### src/rtl/sdrc_page_splitter_if.sv
// sdrc_page_splitter_if: application request and sub-request bus of the SDRAM page splitter
// Ports: cfg_colbits, req/req_addr/req_len/req_wr/req_ack (application side),
//        sub_req/sub_addr/sub_len/sub_wr/sub_last/sub_ack (request generator side), busy
interface sdrc_page_splitter_if #(
  parameter int APP_AW = 26,
  parameter int LEN_W  = 9
);
  logic [1:0]        cfg_colbits;
  logic              req;
  logic [APP_AW-1:0] req_addr;
  logic [LEN_W-1:0]  req_len;
  logic              req_wr;
  logic              req_ack;
  logic              sub_req;
  logic [APP_AW-1:0] sub_addr;
  logic [LEN_W-1:0]  sub_len;
  logic              sub_wr;
  logic              sub_last;
  logic              sub_ack;
  logic              busy;
  modport slave (
    input  cfg_colbits, req, req_addr, req_len, req_wr, sub_ack,
    output req_ack, sub_req, sub_addr, sub_len, sub_wr, sub_last, busy
  );
  modport master (
    output cfg_colbits, req, req_addr, req_len, req_wr, sub_ack,
    input  req_ack, sub_req, sub_addr, sub_len, sub_wr, sub_last, busy
  );
endinterface

### src/rtl/sdrc_page_splitter.sv
// sdrc_page_splitter: splits one burst request into sub-requests that never cross an SDRAM page
// Ports: clk, reset (async, active-high), io (slave side of sdrc_page_splitter_if)
module sdrc_page_splitter #(
  parameter int APP_AW = 26,
  parameter int LEN_W  = 9
) (
  input logic                  clk,
  input logic                  reset,
  sdrc_page_splitter_if.slave  io
);
  typedef enum logic [1:0] {IDLE, SPLIT, ISSUE} state_t;
  state_t            state_q, state_d;
  logic [APP_AW-1:0] cur_addr_q, cur_addr_d, sub_addr_q, sub_addr_d;
  logic [LEN_W-1:0]  rem_len_q, rem_len_d, sub_len_q, sub_len_d, chunk;
  logic [1:0]        colbits_q, colbits_d;
  logic              wr_q, wr_d, req_ack_q, req_ack_d, sub_req_q, sub_req_d;
  logic              sub_wr_q, sub_wr_d, sub_last_q, sub_last_d;
  logic [11:0]       page_size, room;
  // room never exceeds chunk's width when it is chosen, since it is then <= rem_len
  always_comb begin
    page_size = 12'd256 << colbits_q;
    room      = page_size - ({1'b0, cur_addr_q[10:0]} & (page_size - 12'd1));
    chunk     = (12'(rem_len_q) < room) ? rem_len_q : LEN_W'(room);
  end
  always_comb begin
    state_d    = state_q;
    cur_addr_d = cur_addr_q;
    rem_len_d  = rem_len_q;
    colbits_d  = colbits_q;
    wr_d       = wr_q;
    req_ack_d  = 1'b0;
    sub_req_d  = sub_req_q;
    sub_addr_d = sub_addr_q;
    sub_len_d  = sub_len_q;
    sub_wr_d   = sub_wr_q;
    sub_last_d = sub_last_q;
    case (state_q)
      IDLE: if (io.req && !req_ack_q) begin
        req_ack_d  = 1'b1;
        cur_addr_d = io.req_addr;
        rem_len_d  = io.req_len;
        wr_d       = io.req_wr;
        colbits_d  = io.cfg_colbits;
        state_d    = (io.req_len == '0 || io.req_len > LEN_W'(256)) ? IDLE : SPLIT;
      end
      SPLIT: begin
        sub_req_d  = 1'b1;
        sub_addr_d = cur_addr_q;
        sub_len_d  = chunk;
        sub_wr_d   = wr_q;
        sub_last_d = chunk == rem_len_q;
        state_d    = ISSUE;
      end
      ISSUE: if (io.sub_ack) begin
        sub_req_d  = 1'b0;
        cur_addr_d = cur_addr_q + APP_AW'(sub_len_q);
        rem_len_d  = rem_len_q - sub_len_q;
        state_d    = sub_last_q ? IDLE : SPLIT;
      end
      default: state_d = IDLE;
    endcase
  end
  always_ff @(posedge clk or posedge reset) begin
    if (reset) begin
      state_q    <= IDLE;
      cur_addr_q <= '0;
      rem_len_q  <= '0;
      colbits_q  <= '0;
      wr_q       <= 1'b0;
      req_ack_q  <= 1'b0;
      sub_req_q  <= 1'b0;
      sub_addr_q <= '0;
      sub_len_q  <= '0;
      sub_wr_q   <= 1'b0;
      sub_last_q <= 1'b0;
    end else begin
      state_q    <= state_d;
      cur_addr_q <= cur_addr_d;
      rem_len_q  <= rem_len_d;
      colbits_q  <= colbits_d;
      wr_q       <= wr_d;
      req_ack_q  <= req_ack_d;
      sub_req_q  <= sub_req_d;
      sub_addr_q <= sub_addr_d;
      sub_len_q  <= sub_len_d;
      sub_wr_q   <= sub_wr_d;
      sub_last_q <= sub_last_d;
    end
  end
  assign io.req_ack  = req_ack_q;
  assign io.sub_req  = sub_req_q;
  assign io.sub_addr = sub_addr_q;
  assign io.sub_len  = sub_len_q;
  assign io.sub_wr   = sub_wr_q;
  assign io.sub_last = sub_last_q;
  assign io.busy     = state_q != IDLE;
endmodule

### src/flat_wrapper.sv
// flat-port wrapper written by rule: the top's interface ports become plain ports
module sdrc_page_splitter_flat 
#(
  parameter int APP_AW = 26,
  parameter int LEN_W  = 9
)
  (clk, reset, io_cfg_colbits, io_req, io_req_addr, io_req_len, io_req_wr, io_sub_ack, io_req_ack, io_sub_req, io_sub_addr, io_sub_len, io_sub_wr, io_sub_last, io_busy);
  sdrc_page_splitter_if #(.APP_AW(APP_AW), .LEN_W(LEN_W)) io_i ();
  input logic clk;
  input logic reset;
  input wire logic [$bits(io_i.cfg_colbits)-1:0] io_cfg_colbits;
  input wire logic [$bits(io_i.req)-1:0] io_req;
  input wire logic [$bits(io_i.req_addr)-1:0] io_req_addr;
  input wire logic [$bits(io_i.req_len)-1:0] io_req_len;
  input wire logic [$bits(io_i.req_wr)-1:0] io_req_wr;
  input wire logic [$bits(io_i.sub_ack)-1:0] io_sub_ack;
  output wire logic [$bits(io_i.req_ack)-1:0] io_req_ack;
  output wire logic [$bits(io_i.sub_req)-1:0] io_sub_req;
  output wire logic [$bits(io_i.sub_addr)-1:0] io_sub_addr;
  output wire logic [$bits(io_i.sub_len)-1:0] io_sub_len;
  output wire logic [$bits(io_i.sub_wr)-1:0] io_sub_wr;
  output wire logic [$bits(io_i.sub_last)-1:0] io_sub_last;
  output wire logic [$bits(io_i.busy)-1:0] io_busy;
  assign io_i.cfg_colbits = io_cfg_colbits;
  assign io_i.req = io_req;
  assign io_i.req_addr = io_req_addr;
  assign io_i.req_len = io_req_len;
  assign io_i.req_wr = io_req_wr;
  assign io_i.sub_ack = io_sub_ack;
  assign io_req_ack = io_i.req_ack;
  assign io_sub_req = io_i.sub_req;
  assign io_sub_addr = io_i.sub_addr;
  assign io_sub_len = io_i.sub_len;
  assign io_sub_wr = io_i.sub_wr;
  assign io_sub_last = io_i.sub_last;
  assign io_busy = io_i.busy;
  sdrc_page_splitter #(.APP_AW(APP_AW), .LEN_W(LEN_W)) u_core (.clk(clk), .reset(reset), .io(io_i));
endmodule
### config.mk
export PLATFORM = sky130hd
export DESIGN_NAME = sdrc_page_splitter_flat
export DESIGN_NICKNAME = d
export VERILOG_FILES = /design/src/rtl/sdrc_page_splitter_if.sv /design/src/rtl/sdrc_page_splitter.sv /design/src/flat_wrapper.sv
export SDC_FILE = /design/constraint.sdc
export NUM_CORES = 1
export LEC_CHECK = 0
export ABC_CLOCK_PERIOD_IN_PS = 4420
export CAP_MARGIN = 40
export CORE_MARGIN = 4
export CORE_UTILIZATION = 40
export DETAILED_ROUTE_END_ITERATION = 6
export DONT_BUFFER_PORTS = 1
export RECOVER_POWER = 25
export SYNTH_ARGS = -nofsm -noshare
export SYNTH_HDL_FRONTEND = slang
export SYNTH_SLANG_ARGS = --single-unit
### constraint.sdc
create_clock -name clk -period 4.42 [get_ports clk]
set_input_delay 0.884 -clock clk [delete_from_list [all_inputs] [get_ports clk]]
set_output_delay 0.884 -clock clk [all_outputs]
set_load 0.01 [all_outputs]
== Yosys cells after proc, flatten, opt, wreduce, memory -nomap -nowiden ==
Cells that the tools add are included.
Widths: inputs -> output; s select.

* Add/subtract/negate cells: 4
* Multipliers: 0
* Div/mod/pow operators: 0
* Magnitude comparators: 2
* Equal/unequal tests: 5
* Shift operators: 1
* Mux-type cells: 16
* Bitwise gates (word level): 1
* Reductions and logical operators: 12

{| class="wikitable"
|+ Operator list
! kind !! count
|-
| $mux 26 || 2
|-
| $pmux 26 s2 || 1
|-
| $mux 9 || 3
|-
| $add 26x9->26 || 1
|-
| $pmux 9 s2 || 1
|-
| $and 11x12->12 || 1
|-
| $lt 9x12->1 || 1
|-
| $shl 9x2->12 const A || 1
|-
| $sub 12x1->12 const B || 1
|-
| $sub 12x12->12 || 1
|-
| $eq 9x9->1 || 1
|-
| $gt 9x9->1 const B || 1
|-
| $logic_not 9->1 || 1
|-
| $sub 9x9->9 || 1
|-
| $pmux 2 s3 || 1
|-
| $reduce_and 2->1 || 3
|-
| $reduce_bool 2->1 || 3
|-
| $mux 1 || 5
|-
| $mux 2 || 2
|-
| $reduce_and 3->1 || 1
|-
| $eq 2x1->1 const B || 1
|-
| $eq 2x2->1 const B || 1
|-
| $logic_not 2->1 || 1
|-
| $ne 2x1->1 const B || 1
|-
| other kinds (5) || 5
|}

* Bits in registers: 79
* Latch bits: 0
* Memory bits (writable): 0
* Memory bits (read-only): 0
* Input port bits: 42
* Output and inout bits: 40
* Logic and storage cells: 52
* Memories kept: 0

== Depth between registers and ports, before layout ==
* Depth in word-level cells: 7
* Depth in mapped cells: 15
* Depth with buffers taken out: 13

== Least setup slack after synthesis ==
OpenSTA, ideal clock, no wires.

* Path kind: flip-flop to flip-flop
* Start: register u_core.cur_addr_q[0]
* End: register u_core.sub_len_q[3] (netlist: u_core.io.sub_len[3])
* Library setup time: 0.074 ns
* Arrival: 3.205 ns
* Data required time: 4.346 ns
* Path slack: 1.141 ns
* Cell stages (with the launch flop): 16
* Path buffers: 2
* Clock period less this slack: 3.279 ns
* Cells stage by stage: dfrtp_1 inv_1 ha_1 or4b_1 buf_2 nor4_1 xnor2_1 ha_1 and3_1 o2111ai_1 a21oi_1 o211a_1 o211ai_2 buf_6 mux2_4 o21ai_2

* Cells in the longest elaborated chain, start to end: 4

{| class="wikitable"
|+ Ends and longest elaborated chain
! what !! line !! RTL
|-
| start, declared || sdrc_page_splitter.sv:13 || <nowiki>logic [APP_AW-1:0] cur_addr_q, cur_addr_d, sub_addr_q, sub_addr_d;</nowiki>
|-
| start signal, assigned || sdrc_page_splitter.sv:78 || <nowiki>cur_addr_q <= cur_addr_d;</nowiki>
|-
| $and 11x12->12 * || sdrc_page_splitter.sv:22 || <nowiki>room = page_size - ({1'b0, cur_addr_q[10:0]} & (page_size - 12'd1));</nowiki>
|-
| $sub 12x12->12 * || sdrc_page_splitter.sv:22 ||
|-
| $lt 9x12->1 || sdrc_page_splitter.sv:23 || <nowiki>chunk = (12'(rem_len_q) < room) ? rem_len_q : LEN_W'(room);</nowiki>
|-
| $mux 9 * || sdrc_page_splitter.sv:23 ||
|-
| end signal, assigned || sdrc_page_splitter.sv:85 || <nowiki>sub_len_q <= sub_len_d;</nowiki>
|-
| end, declared || sdrc_page_splitter.sv:14 || <nowiki>logic [LEN_W-1:0] rem_len_q, rem_len_d, sub_len_q, sub_len_d, chunk;</nowiki>
|}

Mark *: on every way between the ends. The rest lies on a longest branch, timed or not.
A chain may end at the register's enable or synchronous reset.

== Worst setup path after layout ==
* Start: register u_core.cur_addr_q[0]
* End: register u_core.sub_len_q[4] (netlist: u_core.io.sub_len[4])

The elaborated chain is that of the path after synthesis.

==> run metrics <==
commonest non-fill, non-tap cell in the layout=dfrtp_1; P_leak=2.34 nW; Area after DPL=5220 µm²; Period minus WS final=3730 ps; WL final=13900 µm; failing checks=capacitance limit, slew limit; RD Place Congestion=0.871; Layout Cells excl Fill=717; Initial Utilization=41.6%; routed len/inst=19.4 µm; crit end category=register; cell count after synthesis=554; max_cap viols=1; First-pass DRT Iterations=5; CP Class=register to register; clock-pin slew on the worst setup and hold paths=70 ps; Synth warnings=0; Peak VDD IR=0.378 mV; hold_buf cts=0; first-pass GRT wire length=22500 µm; post-route setup slack=689 ps; final setup fails=0; gr usage total=19.6%; Layout area overhead=7.91%; Sw Share=47.1%; Post-DRT Antenna Nets=0; Worst-Skew Late Latency=340 ps; grt total ovfl=0; measured slew at the worst slew-check pin=2390 ps; sequential-to-total area share from yosys stat=39.0%; Hold WC Path Type=primary input to asynchronous set/reset pin; num ports=82; Final Hold Vio Count=0; Period Utilization, post-route=84.4%; commonest cells after routing, fill and taps aside=dfrtp_1, nand2_1, o21ai_0; diode count=0; pin count of the biggest net entering global routing=53; #FFs+latches synth=79; cts bufs inserted=9; number of global-route vias before repair=4154; worst path arrival time=3990 ps; design area=5480 µm²; worst endpoint required time=4680 ps; 1st-iter DRT viols=375; Worst slew margin=-59.3%; vias per inst=5.80; Comb power frac=52.1%; via count=4156; Inst Count DP=701; CTS tree=built; EDFF count, synth=0; cell-internal power=0.00265 W; Worst setup SP type=register; Final Skew=10.8 ps; setup bufs post-CTS=0; pre-CTS WS=716 ps; # DRC=0; Root Driver=clkbuf_16; Synth cell types=64; Main synth FF type=dfrtp_1; Flop pwr share=33.6%; maximum clock frequency=268 MHz; Die Y=121 µm; Tot Pwr=0.00501 W; initial antenna violation count=0; filler instances=1186; Syn Nets=625; status=finished, violations left; Switch Pwr=0.00236 W; Clock Path Buffers=2; final slew viol count=44; Die Wd=121 µm; CTS sink cnt=79; Clock Power Share=14.2%; CORE AREA=12200 µm²; H-Tree Level Count=3; row count=40; post-CTS sizing=0; Pwr per Cell Area=915 nW/µm²; Final HPWL DP=10200 µm; post-synthesis async set-or-reset flop share=100%; share of layout cells above drive strength 1=12.9%; setup_tns=0 ps; average size of a mapped cell=9.16 µm²; worst-path fanout max=10; RSZ-0062 raised after global routing=false; synthesized area=5070 µm²; Net count, final=615; port bufs=0; Total Die Area=14600 µm²
layer usage:
layer | GRT usage (%) | share of wire [%] | up-vias
li1 | - | - | 1988
met1 | 26.8 | 45 | 2007
met2 | 31.0 | 46 | 145
met3 | 5.75 | 7.8 | 16
met4 | 4.32 | 1.2 | 0
met5 | 0 | 0 | -
power groups by stage:
| stage | Sequential, W | Combinational [W] | Clock [W] |
|---|---|---|---|
| 3_5_place_dp | 0.00170 | 0.00260 | 0 |
| 4_1_cts | 0.00169 | 0.00262 | 0.000728 |
| 5_1_grt | 0.00175 | 0.00296 | 0.000758 |
| 2_1_floorplan | 0.00145 | 0.00222 | 0 |
| 6_report | 0.00169 | 0.00261 | 0.000713 |
| 3_3_place_gp | 0.00169 | 0.00252 | 0 |
cell type report:
class | instances | area [µm²] | share of cell area [%]
Multi-Input combinational cell | 415 | 2830 | 51.7
Sequential cell | 79 | 1980 | 36.1
Clock buffer | 9 | 225 | 4.11
Tap cell | 168 | 210 | 3.84
Inverter | 30 | 114 | 2.08
Timing Repair Buffer | 9 | 63.8 | 1.17
Clock inverter | 7 | 52.6 | 0.960
cell usage after synthesis (4+ instances only):
cell | number | area share, %
ha_1 | 27 | 6.7
buf_4 | 6 | 0.89
o21ai_0 | 39 | 3.8
a21oi_1 | 39 | 3.8
o21ai_2 | 5 | 0.86
clkbuf_1 | 17 | 1.3
nor3_1 | 14 | 1.4
a2bb2oi_1 | 7 | 1.2
nand2_1 | 63 | 4.7
a21o_1 | 4 | 0.59
nand3_1 | 16 | 1.6
o22ai_1 | 10 | 1.2
nand2b_1 | 6 | 0.74
xnor2_1 | 14 | 2.4
mux2_4 | 4 | 1.2
nor4_1 | 4 | 0.49
mux2i_1 | 6 | 1.2
o211ai_1 | 7 | 1.0
and2_1 | 6 | 0.74
nor2_1 | 32 | 2.4
dfrtp_1 | 79 | 39
xor2_1 | 10 | 1.7
inv_1 | 30 | 2.2
a311oi_1 | 4 | 0.69
o31a_1 | 4 | 0.69
a31oi_1 | 5 | 0.62
a211oi_1 | 6 | 0.89
nor2b_1 | 6 | 0.74
mux2_2 | 24 | 5.3
and3_1 | 7 | 0.86
path summary, 6_finish.rpt:
kind	end	slack (ps)	cells after the start	from
worst max-delay path	u_core.io.sub_len[4]	690	13	u_core.cur_addr_q[0]
worst min-delay path	u_core.io.sub_req	450	1	reset
worst max register to register	u_core.io.sub_len[4]	690	13	u_core.cur_addr_q[0]
worst min register to register	u_core.wr_q	480	2	u_core.wr_q
max in group asynchronous	u_core.io.sub_addr[17]	1330	3	reset
min in group clk	u_core.wr_q	480	2	u_core.wr_q
state kept, by name, summed over array words and instances (netlist names):
name / cells
u_core.cur_addr_q: 26
u_core.colbits_q: 2
u_core.wr_q: 1
u_core.io.sub_len: 9
u_core.io.sub_req: 1
u_core.rem_len_q: 9
u_core.io.sub_addr: 26
u_core.io.sub_wr: 1
u_core.io.sub_last: 1
u_core.io.req_ack: 1
u_core.state_q: 2
critical path, cell delays in order, from the launching register on:
cell and delay (ps):
dfrtp_1 460, inv_1 150, ha_1 210, or4b_1 610, nor4_1 280, xnor2_1 180
ha_1 350, and3_1 160, o2111ai_1 120, a21oi_1 130, o211a_1 170, o211ai_2 310
mux2_4 410, o21ai_2 120
metrics by stage:
stage / hold slack (ps) / util [%]
6_report: 455 / 44.8
5_1_grt: 487 / 44.8
4_1_cts: 348 / 45.0
3_5_place_dp: 468 / 42.8
3_3_place_gp: 471 / 42.5
2_1_floorplan: 442 / -
cells by family after synthesis:
family | after synthesis | share of synthesized area [%]
buffers and inverters | 60 | 5.37
xor gates and xnor gates | 24 | 4.14
AOI/OAI and AO/OA | 161 | 21.0
adders and majority gates | 29 | 7.45
and+or+nand+nor | 167 | 15.4
DFF | 79 | 39.0
muxes | 34 | 7.69
Power figures use the tool's default switching activity.
